**src/rtl/index_seq_pkg.sv**
```systemverilog
// Shared widths and state encoding for the index up-sequencer.
package index_seq_pkg;
    localparam int OC_W = 4;
    localparam int KH_W = 3;
    localparam int KW_W = 3;
    localparam int FL_W = OC_W + KH_W + KW_W;

    typedef enum logic [1:0] {
        IDLE = 2'd0,
        RUN  = 2'd1,
        DONE = 2'd2
    } seq_state_e;
endpackage

```
**src/rtl/index_wrap_counter.sv**
```systemverilog
// Single loop index: counts up on inc, wraps to 0 after reaching bound-1.
// o_wrap flags the terminal value so the next-outer loop can carry.
module index_wrap_counter #(
    parameter int W = 4
) (
    input  logic         clock,
    input  logic         reset_n,
    input  logic [W-1:0] i_bound,
    input  logic         i_inc,
    input  logic         i_clear,
    output logic [W-1:0] o_idx,
    output logic         o_wrap
);
    logic [W-1:0] r_idx;

    assign o_idx  = r_idx;
    assign o_wrap = (r_idx == i_bound - W'(1));

    always_ff @(posedge clock or negedge reset_n) begin
        if (!reset_n)     r_idx <= '0;
        else if (i_clear) r_idx <= '0;
        else if (i_inc)   r_idx <= o_wrap ? '0 : r_idx + W'(1);
    end
endmodule

```
**src/rtl/index_up_sequencer.sv**
```systemverilog
// Emits (oc, kh, kw) tuples in nested order over a valid/ready stream.
// Optional stall counter port enabled by defining INDEX_SEQ_STALL_CNT_EN.
module index_up_sequencer
    import index_seq_pkg::*;
(
    input  logic            clock,
    input  logic            reset_n,
    input  logic            start,
    input  logic [OC_W-1:0] oc_bound,
    input  logic [KH_W-1:0] kh_bound,
    input  logic [KW_W-1:0] kw_bound,
    output logic            out_valid,
    input  logic            out_ready,
    output logic [OC_W-1:0] oc_idx,
    output logic [KH_W-1:0] kh_idx,
    output logic [KW_W-1:0] kw_idx,
    output logic [FL_W-1:0] flat_idx,
    output logic            last,
    output logic            busy,
    output logic            done
`ifdef INDEX_SEQ_STALL_CNT_EN
    ,
    output logic [15:0]     stall_cnt
`endif
);
    seq_state_e      r_state;
    logic [OC_W-1:0] r_oc_b;
    logic [KH_W-1:0] r_kh_b;
    logic [KW_W-1:0] r_kw_b;
    logic [FL_W-1:0] r_flat;
    logic            w_start_acc, w_empty, w_hs;
    logic            w_kw_wrap, w_kh_wrap, w_oc_wrap;

    assign w_start_acc = (r_state == IDLE) && start;
    assign w_empty     = (oc_bound == '0) || (kh_bound == '0) || (kw_bound == '0);
    assign w_hs        = (r_state == RUN) && out_ready;

    assign out_valid = (r_state == RUN);
    assign busy      = (r_state != IDLE);
    assign done      = (r_state == DONE);
    assign flat_idx  = r_flat;
    assign last      = (r_state == RUN) && w_oc_wrap && w_kh_wrap && w_kw_wrap;

    always_ff @(posedge clock or negedge reset_n) begin
        if (!reset_n) begin
            r_state <= IDLE;
        end else begin
            case (r_state)
                IDLE:    if (start) r_state <= w_empty ? DONE : RUN;
                RUN:     if (out_ready && last) r_state <= DONE;
                DONE:    r_state <= IDLE;
                default: r_state <= IDLE;
            endcase
        end
    end

    // Bounds are captured only on an accepted start; later input changes are ignored.
    always_ff @(posedge clock or negedge reset_n) begin
        if (!reset_n) begin
            r_oc_b <= '0;
            r_kh_b <= '0;
            r_kw_b <= '0;
        end else if (w_start_acc) begin
            r_oc_b <= oc_bound;
            r_kh_b <= kh_bound;
            r_kw_b <= kw_bound;
        end
    end

    always_ff @(posedge clock or negedge reset_n) begin
        if (!reset_n)         r_flat <= '0;
        else if (w_start_acc) r_flat <= '0;
        else if (w_hs)        r_flat <= r_flat + FL_W'(1);
    end

    index_wrap_counter #(.W(KW_W)) u_kw (
        .clock(clock), .reset_n(reset_n), .i_bound(r_kw_b),
        .i_inc(w_hs), .i_clear(w_start_acc), .o_idx(kw_idx), .o_wrap(w_kw_wrap)
    );
    index_wrap_counter #(.W(KH_W)) u_kh (
        .clock(clock), .reset_n(reset_n), .i_bound(r_kh_b),
        .i_inc(w_hs && w_kw_wrap), .i_clear(w_start_acc), .o_idx(kh_idx), .o_wrap(w_kh_wrap)
    );
    index_wrap_counter #(.W(OC_W)) u_oc (
        .clock(clock), .reset_n(reset_n), .i_bound(r_oc_b),
        .i_inc(w_hs && w_kw_wrap && w_kh_wrap), .i_clear(w_start_acc),
        .o_idx(oc_idx), .o_wrap(w_oc_wrap)
    );

`ifdef INDEX_SEQ_STALL_CNT_EN
    logic [15:0] r_stall;
    assign stall_cnt = r_stall;

    always_ff @(posedge clock or negedge reset_n) begin
        if (!reset_n)
            r_stall <= '0;
        else if (w_start_acc)
            r_stall <= '0;
        else if ((r_state == RUN) && !out_ready && (r_stall != 16'hFFFF))
            r_stall <= r_stall + 16'd1;
    end
`endif
endmodule

```
**config.mk**
```make
export PLATFORM = sky130hd
export DESIGN_NAME = index_up_sequencer
export DESIGN_NICKNAME = d
export VERILOG_FILES = /design/src/rtl/index_seq_pkg.sv /design/src/rtl/index_wrap_counter.sv /design/src/rtl/index_up_sequencer.sv
export SDC_FILE = /design/constraint.sdc
export NUM_CORES = 1
export LEC_CHECK = 0
export ABC_AREA = 1
export CAP_MARGIN = 20
export CORE_MARGIN = 2
export CORE_UTILIZATION = 30
export DETAILED_ROUTE_END_ITERATION = 16
export SYNTH_ARGS = -nofsm -noshare
export SYNTH_HDL_FRONTEND = slang
export SYNTH_SLANG_ARGS = --single-unit
```
**constraint.sdc**
```tcl
create_clock -name clock -period 4.51 [get_ports clock]
set_input_delay 0.451 -clock clock [delete_from_list [all_inputs] [get_ports clock]]
set_output_delay 0.451 -clock clock [all_outputs]
set_load 0.01 [all_outputs]
```
After elaboration in Yosys (flattened, before gate mapping)
Cells that the tools add are included.
- register bits after elaboration: 32
- bits of input ports: 14
- $add $sub $neg: 7
- eq/ne operators: 7
- multiplexer cells: 15
- reductions and logical operators: 19
- operator list (cell ; count):
    $mux 10 ; 2
    $mux 3 ; 6
    $mux 4 ; 3
    $add 10x1->10 const B ; 1
    $logic_and 1x1->1 ; 8
    $reduce_bool 2->1 ; 4
    $add 3x1->3 const B ; 2
    $eq 3x3->1 ; 2
    $logic_not 3->1 ; 2
    $mux 2 ; 3
    $sub 3x1->3 const B ; 2
    $add 4x1->4 const B ; 1
    $eq 4x4->1 ; 1
    $logic_not 4->1 ; 1
    $pmux 2 s2 ; 1
    $sub 4x1->4 const B ; 1
    $eq 2x1->1 const B ; 1
    $eq 2x2->1 const B ; 1
    $logic_not 2->1 ; 1
    $logic_or 1x1->1 ; 2
    $ne 2x1->1 const B ; 1
    $ne 2x2->1 const B ; 1
    $reduce_and 2->1 ; 1

Longest topological paths before layout
Gate-level depths: netlist of run 1.
- depth after elaboration: 8
- gate-level depth with buffers: 12
- depth with buffers taken out: 12

Hierarchy
A second synthesis of run 1 with hierarchy kept.
- cell total of the unflattened synthesis: 266
- area, all modules: 1946.9 µm²
- modules (own cells, without submodules) (module ; times used ; cells an instance ; area an instance (µm²)):
    index_up_sequencer ; 1 ; 143 ; 1107.3
    index_wrap_counter at u_kh ... ; 2 ; 36 ; 247.7
    index_wrap_counter at u_oc ; 1 ; 51 ; 344.1

Worst setup path before layout of run 1
Ideal clock, no wire load.
- path kind: reg-to-output
- start: register r_kh_b[0]
- end: output port last
- arrival: 1489 ps
- data required time: 4059 ps
- setup slack: 2570 ps
- stages on the path, launching flop included: 7
- cells stage by stage: dfrtp_1 > inv_1 > ha_1 > xnor2_1 > nor2_1 > nand2_1 > nor4_1
- cells in the longest elaborated chain, start to end: 4
- RTL lines (element ; RTL line ; text):
    from (decl) ; index_up_sequencer.sv:28 ; logic [KH_W-1:0] r_kh_b;
    from (signal assigned) ; index_up_sequencer.sv:65 ; r_kh_b <= kh_bound;
    $sub 3x1->3 ; index_wrap_counter.sv:17 ; assign o_wrap = (r_idx == i_bound - W'(1));
    $eq 3x3->1 ; index_wrap_counter.sv:17 ;
    $logic_and 1x1->1 (2 in series) ; index_up_sequencer.sv:42 ; assign last = (r_state == RUN) && w_oc_wrap && w_kh_wrap && w_kw_wrap;
    to (decl) ; index_up_sequencer.sv:18 ; output logic last,
No other way between the ends.

Worst setup path after layout of run 1
Ends and elaborated chain as after synthesis.

==> results_dict.tcl, run 1 <==
set metrics [dict create \
    reg2reg_depth 11 \
    path_depth 7 \
    rsz0062_at_grt "no" \
    power_mw 1.348 \
    clk_latency_ps 280 \
    grt_pass1_wl_mm 6.651 \
    critPathCaptureType "output pin" \
    synth_top_area_share_pct 43.13 \
    synth.net_count 260 \
    cts_tree "done" \
    cp_slowest_cell "clkdlybuf4s50_1" \
    place.gp.congestion 0.7468 \
    p_per_area_nw_per_um2 553.8 \
    cts.sinks 32 \
    routed_wirelength_mm 3.895 \
    grt_usage_pct 12.68 \
    synth_area_leaders "dfrtp_1 (43%), nand2_1 (12%), inv_1 (7.9%)" \
    dieArea_um2 6834 \
    placed_cell_area_um2 2316 \
    max_slew_margin_pct 70.95 \
    path_buf_inv 2 \
    fin_area_um2 2434 \
    fin_crit_ps 2829 \
    crit_required_ps 4060 \
    syn_area_um2 1857 \
    instances_no_fill 358 \
    area_growth_pct 31.06 \
    post_cts_resized 0 \
    place_hpwl_mm 2.935 \
    grt_max_degree 36 \
    crit_fanout 5 \
    clk_pin_slew_ps 60 \
    fp.dieH_um 82.67 \
    die_x_um 82.67 \
    hold_class "reg2reg" \
    synth-seq-area-share_pct 43.13 \
    skew_ps 5.102 \
    grt_pass1_vias 1537 \
    dp.cells 349 \
    fillers 631 \
    crit_path_start_kind "flip-flop" \
    grt_antenna_before_repair 0 \
    status "completed" \
    fin_nets 303 \
    drive_gt1_share_pct 7.774 \
    drt_first_pass_iters 4 \
    critPathArrivalTime_ps 2380 \
    ys_types 28 \
    crit_family "buffers and inverters" \
    maxSlewViolCount 0 \
    ir_drop_mv 0.1985 \
    clock_tree.buffer_depth 2 \
    min_path_cells 2 \
    crit_type "reg2out" \
    syn_area_per_cell_um2 7.769 \
    h-tree-depth 2 \
    synth-warning-count 0 \
    drc 0 \
    fp.coreArea_um2 5956 \
    antenna_left 0 \
    numPortBuffers 37 \
    synth_top_area_cell "dfrtp_1" \
    grt-ovfl-total 0 \
    cts_hold_buf 0 \
    drtIter0Drc 94 \
    worst_slack_ps 1681 \
    pre_cts_ws_ps 1942 \
    final_cell_mix "nand2_1 (59), inv_1 (39), clkdlybuf4s50_1 (37)" \
    power_leakage_nw 1.223 \
    finalHoldViolCount 0 \
    cap_violations 0 \
    final_common_cell "nand2_1" \
    worst_slew_pin_slew_ps 434.6 \
    ios 38 \
    synth.ff_latch_count 32 \
    cts-buffers-inserted 5 \
    cp_cell_sequence "inv_1 > ha_1 > xnor2_1 > nor2_1 > nand2_1 > nor4_1 > clkdlybuf4s50_1" \
    finalSetupTns_ps 0 \
    setup_viol 0 \
    finalCritPeriodShare_pct 62.73 \
    post_cts_buffers 0 \
    initial_core_util_pct 31.18 \
    fp-row-count 28 \
    max_freq_mhz 353.4 \
    antenna_cells 0 \
    ctsRootBufferMaster "clkbuf_8" \
    synthCells 239 \
    post_drt_wl_per_cell_um 10.88 \
    critPathMaxStageDelay_ps 610 \
    avgViaCountPerCell 4.500 \
    vias 1611 \
]
[where the power goes]
group          switching (mW)  internal, mW  leakage (nW)
Combinational           0.369         0.291         0.757
Sequential             0.0869         0.374         0.421
Clock                   0.102         0.124        0.0455
[path summary, 6_finish.rpt]
kind,startpoint,to,slack [ps]
setup / recovery,r_kh_b[0],last,1680
hold / removal,r_kw_b[1],r_kw_b[1],480
setup reg to reg,r_kw_b[0],u_oc.o_idx[3],2840
hold reg to reg,r_kw_b[1],r_kw_b[1],480
max in group asynchronous,reset_n,r_kh_b[0],3640
min in group asynchronous,reset_n,flat_idx[9],580
[routing by layer]
| layer | routed length (µm) | vias up | GRT usage (%) |
|---|---|---|---|
| met4 | 74 | 0 | 5.574 |
| met1 | 1878 | 720 | 16.87 |
| met3 | 203 | 7 | 2.609 |
| li1 | - | 852 | - |
| met2 | 1739 | 32 | 19.92 |
| met5 | 0 | - | 0 |
[synth_stat cells, drive strengths merged]
master and n:
buf 1, clkbuf 2, clkinv 1, nor2 20, a31oi 1, dfrtp 32, inv 42, xnor2 4
o21ai 19, a21oi 11, a22o 1, nand3 23, nand4 5, ha 7, o31ai 1, xor2 4
nor3 3, nand2 61, nor4 1
[worst register-to-register path: cells and delay by family, from the launching register on]
kind / cells / cell delay (ps)
AOI/OAI and AO/OA: 1 / 220
and+or+nand+nor: 6 / 500
DFF: 1 / 380
adders and majority gates: 1 / 280
buffers and inverters: 3 / 170
[registers in the layout (all words and copies together), names as in the netlist]
name	flops
flat_idx	10
r_oc_b	4
u_oc.o_idx	4
r_kh_b	3
r_kw_b	3
u_kh.o_idx	3
u_kw.o_idx	3
r_state	2
[layout make-up]
cell class,instances,area (µm²),area share [%]
inverters,43,166.4,6.838
well taps,75,93.84,3.856
flip-flops and latches,32,800.8,32.90
clock buffers,8,90.09,3.702
repair buffers,39,405.4,16.66
multi-input cells,161,877.1,36.04
[metrics by stage]
step,hold slack (ps),util (%)
floorplan,155.4,-
global placement,470.0,38.89
detailed placement,473.7,38.89
CTS,489.4,40.40
global route,500.8,40.86
finish,484.8,40.86
[kinds of logic after synthesis]
kind of cell,share of synthesized area [%]
XOR/XNOR,3.773
AO/OA/AOI/OAI,9.973
adder cells (fa/ha/maj),4.717
buffers and inverters,9.636
flip-flops,43.13
AND/OR/NAND/NOR,28.77
Note: power is estimated with default switching activity, not from simulation.
==> run 2, diff against run 1 <==
Clock period 4.51 ns to 2.39 ns, I/O delays scaled along.
==> run 2 against run 1 <==
  * Critical path depth did not move
  * Sequential power rose by 90%
  * Via count up 1.1%
  * Global-route usage rose by 0.79 points
  * Clock skew is essentially flat
  * Non-clock buffer count grew 2
  * Hold slack worse by 110 ps
  * Count of clock-buffer cells in the layout decreased by 1
  * First-iteration DRC count decreased by 5.3%
  * Die area did not move
  * Critical path type unchanged
  * Largest cell class unchanged
  * Largest power group unchanged
==> results_dict.tcl, run 2 (synthesis results as in run 1) <==
set metrics [dict create \
    final_cell_mix "nand2_1 (59), inv_1 (39), clkdlybuf4s50_1 (36)" \
    finalCritPeriodShare_pct 90.66 \
    finalHoldViolCount 0 \
    fp.coreArea_um2 5956 \
    grt-ovfl-total 0 \
    finalSetupTns_ps 0 \
    p_per_area_nw_per_um2 1055 \
    ctsRootBufferMaster "clkbuf_8" \
    grt_max_degree 33 \
    clk_latency_ps 280 \
    setup_viol 0 \
    maxSlewViolCount 0 \
    die_x_um 82.67 \
    cts.sinks 32 \
    critPathCaptureType "output pin" \
    fin_crit_ps 2167 \
    antenna_left 0 \
    grt_pass1_vias 1518 \
    worst_slack_ps 223.3 \
    ir_drop_mv 0.4234 \
    crit_type "reg2out" \
    grt_pass1_wl_mm 6.934 \
    final_common_cell "nand2_1" \
    vias 1629 \
    fillers 649 \
    grt_usage_pct 13.48 \
    crit_fanout 3 \
    fin_nets 305 \
    fp.dieH_um 82.67 \
    multiInputGateArea_um2 883.3 \
    pwr-share-seq_pct 34.1 \
    cts-buffers-inserted 5 \
    place.gp.congestion 0.7592 \
    rsz0062_at_grt "no" \
    cts_hold_buf 0 \
    numPortBuffers 37 \
    crit_path_start_kind "flip-flop" \
    cts_tree "done" \
    p_comb_share_pct 48.6 \
    area_growth_pct 31.40 \
    post_cts_buffers 0 \
    dieArea_um2 6834 \
    drive_gt1_share_pct 9.155 \
    largest_register_ffs 10 \
    ios 38 \
    status "completed" \
    antenna_cells 0 \
    switching_power_mw 1.068 \
    initial_core_util_pct 31.18 \
    clock_tree.buffer_depth 2 \
    drc 0 \
    skew_ps 5.278 \
    pre_cts_ws_ps 165.4 \
    p_int_mw 1.506 \
    h-tree-depth 2 \
    critPathArrivalTime_ps 1930 \
    drtIter0Drc 89 \
    cap_violations 0 \
    max_freq_mhz 461.5 \
    fin_hold_ws_ps 374.5 \
    clk_pin_slew_ps 70 \
    grt_antenna_before_repair 0 \
    hold_class "in2async" \
    crit_required_ps 2150 \
    final-seq-area_um2 800.8 \
    routed_wirelength_mm 4.058 \
    drt_first_pass_iters 4 \
    place_hpwl_mm 3.136 \
    post_drt_wl_per_cell_um 11.30 \
    fp-row-count 28 \
    power_leakage_nw 1.233 \
    netSwitchingFraction_pct 41.49 \
    p_clk_share_pct 17.2 \
    worst_slew_pin_slew_ps 409.4 \
    max_slew_margin_pct 72.71 \
    avgViaCountPerCell 4.538 \
]
[run 2: final timing paths]
path	start	end	slack, ps	cells past startpoint
max	r_oc_b[0]	last	220	7
min	reset_n	u_kw.o_idx[0]	370	2
max reg2reg	r_kh_b[0]	u_oc.o_idx[3]	680	10
min reg2reg	r_kh_b[1]	r_kh_b[1]	500	2
max in group asynchronous	reset_n	r_oc_b[1]	1730	2
min in group clock	r_kh_b[1]	r_kh_b[1]	500	2
[run 2: power groups by stage]
stage	Combinational [mW]	Sequential, mW	Clock, mW
after floorplan	0.837	0.878	0
after global placement	1.24	0.879	0
after detailed placement	1.26	0.888	0
after CTS	1.27	0.879	0.462
after global routing	1.45	0.909	0.488
final	1.25	0.878	0.444
[run 2: what timing repair did]
item | CTS | global route
setup endpoints to repair | 1 | 0
gates resized for setup | 2 | 0
endpoints found under the hold margin | 0 | 0
[run 2: critical path, cell delays in order (launching register included)]
cell	delay (ps)
dfrtp_1	360
inv_1	70
ha_1	310
xnor2_1	130
nor2_1	80
nand2_1	80
nor4_2	310
dlygate4sd2_1	300
[run 2: through the flow]
stage / util (%) / area (µm²) / cells / total power [mW]
6_report: 40.97 / 2440 / 359 / 2.573
5_1_grt: 40.97 / 2440 / 359 / 2.851
4_1_cts: 40.97 / 2440 / 359 / 2.607
3_5_place_dp: 39.26 / 2338 / 352 / 2.144
3_3_place_gp: 39.26 / 2338 / 352 / 2.117
2_1_floorplan: - / 1857 / 239 / 1.715
[run 2: cell type report]
| cell class | count | area share (%) |
|---|---|---|
| inverters | 43 | 6.821 |
| multi-input cells | 161 | 36.21 |
| clock buffers | 7 | 3.949 |
| well taps | 75 | 3.846 |
| repair buffers | 41 | 16.36 |
| flip-flops and latches | 32 | 32.82 |
[run 2: routing by layer]
metal	up-vias	share of wire (%)	track usage (%)
li1	852	-	-
met1	742	49	17.80
met2	30	45	21.37
met3	5	4.7	3.370
met4	0	1.5	4.918
met5	-	0	0
==> run 3, diff against run 2 <==
Settings changed: CELL_PAD_IN_SITES_DETAIL_PLACEMENT set to 1, CELL_PAD_IN_SITES_GLOBAL_PLACEMENT set to 1, CTS_CLUSTER_SIZE set to 24, PLACE_DENSITY_LB_ADDON set to 0.1.
==> run 3 against run 2 <==
  * Final area is 0.26% lower
  * Die area did not move
  * Count of clock-buffer cells in the layout is 1 higher
==> results_dict.tcl, run 3 (synthesis results as in run 1) <==
set metrics [dict create \
    area_growth_pct 31.06 \
    critPathCaptureType "output pin" \
    vias 1687 \
    max_freq_mhz 456.9 \
    grt-ovfl-total 0 \
    drtIter0Drc 48 \
    grt_max_degree 33 \
    post_drt_wl_per_cell_um 13.31 \
    drive_gt1_share_pct 8.772 \
    drc 0 \
    finalSetupTns_ps 0 \
    largest_register_ffs 10 \
    cap_violations 0 \
    p_per_area_nw_per_um2 1084 \
    final-seq-area_um2 800.8 \
    grt_pass1_wl_mm 7.969 \
    status "completed" \
    dieArea_um2 6834 \
    grt_antenna_before_repair 0 \
    final_cell_mix "nand2_1 (59), inv_1 (39), clkdlybuf4s50_1 (36)" \
    critPathArrivalTime_ps 1950 \
    h-tree-depth 2 \
    multiInputGateArea_um2 883.3 \
    maxSlewViolCount 0 \
    fp.coreArea_um2 5956 \
    power_leakage_nw 1.228 \
    post_cts_buffers 0 \
    die_x_um 82.67 \
    dp.cells 352 \
    grt_usage_pct 15.81 \
    drt_first_pass_iters 4 \
    clk_latency_ps 290 \
    skew_ps 4.398 \
    cts-buffers-inserted 5 \
    finalCritPeriodShare_pct 91.58 \
    ir_drop_mv 0.3575 \
    numPortBuffers 37 \
    initial_core_util_pct 31.18 \
    power_mw 2.638 \
    instances_no_fill 360 \
    max_slew_margin_pct 70.40 \
    crit_type "reg2out" \
    hold_class "in2async" \
    fp-row-count 28 \
    crit_required_ps 2150 \
    antenna_left 0 \
    fin_nets 305 \
    routed_wirelength_mm 4.793 \
    place_hpwl_mm 3.621 \
    clk_pin_slew_ps 70 \
    ios 38 \
    avgViaCountPerCell 4.686 \
    cts_tree "done" \
    finish.utilization_pct 40.86 \
    crit_fanout 3 \
    rsz0062_at_grt "no" \
    fp.dieH_um 82.67 \
    worst_slew_pin_slew_ps 444.0 \
    final_common_cell "nand2_1" \
    fin_crit_ps 2189 \
    finalHoldViolCount 0 \
    grt_pass1_vias 1696 \
    fillers 752 \
    antenna_cells 0 \
    cts.sinks 32 \
    clock_tree.buffer_depth 2 \
    ctsRootBufferMaster "clkbuf_8" \
    place.gp.congestion 0.7151 \
    crit_path_start_kind "flip-flop" \
    setup_viol 0 \
]
run 3: cell count changes in the layout (fill, tap and decap cells not counted):
| cell | change |
|---|---|
| clkbuf_1 | +2 |
| clkbuf_8 | -1 |
run 3: layout make-up:
class	count	area share, %
Clock buffer	8	3.702
Inverter	43	6.838
Multi-Input combinational cell	161	36.30
Sequential cell	32	32.90
Tap cell	75	3.856
Timing Repair Buffer	41	16.40
run 3: what timing repair did:
item                       in CTS  in global routing
hold buffers                    0                  0
setup endpoints to repair       1                  0
gates resized for setup         2                  0
run 3: worst paths after layout:
kind,from,to,slack (ps),cells after the start
max,r_oc_b[0],last,200,7
min,reset_n,u_kw.o_idx[2],370,2
max reg2reg,r_kh_b[0],u_oc.o_idx[3],650,10
min reg2reg,r_kh_b[1],r_kh_b[1],500,2
max in group asynchronous,reset_n,r_kh_b[2],1710,2
min in group clock,r_kh_b[1],r_kh_b[1],500,2
run 3: per-stage QoR:
step / instance area, µm² / hold WS, ps / setup slack [ps]
after floorplan: 1857 / -56.59 / 661.9
after global placement: 2338 / 473.9 / 138.1
after detailed placement: 2338 / 489.1 / 116.8
after CTS: 2434 / 387.2 / 161.1
after global routing: 2434 / 429.9 / 72.52
final: 2434 / 365.6 / 201.3
run 3: power breakdown:
| group | internal [mW] | switching (mW) | total [mW] |
|---|---|---|---|
| clock network | 0.235 | 0.215 | 0.451 |
| logic | 0.556 | 0.753 | 1.31 |
| registers | 0.706 | 0.172 | 0.878 |
run 3: metal layers:
metal | vias to the layer above | GRT usage (%) | wire length [µm]
li1 | 848 | - | -
met1 | 807 | 20.88 | 2388
met2 | 26 | 24.68 | 2140
met3 | 6 | 4.022 | 180
met4 | 0 | 6.393 | 84
met5 | - | 0 | 0
run 3: critical path, stage by stage (launching register included):
cell,delay (ps)
dfrtp_1,370
inv_1,70
ha_1,310
xnor2_1,130
nor2_1,80
nand2_1,90
nor4_2,320
dlygate4sd2_1,300
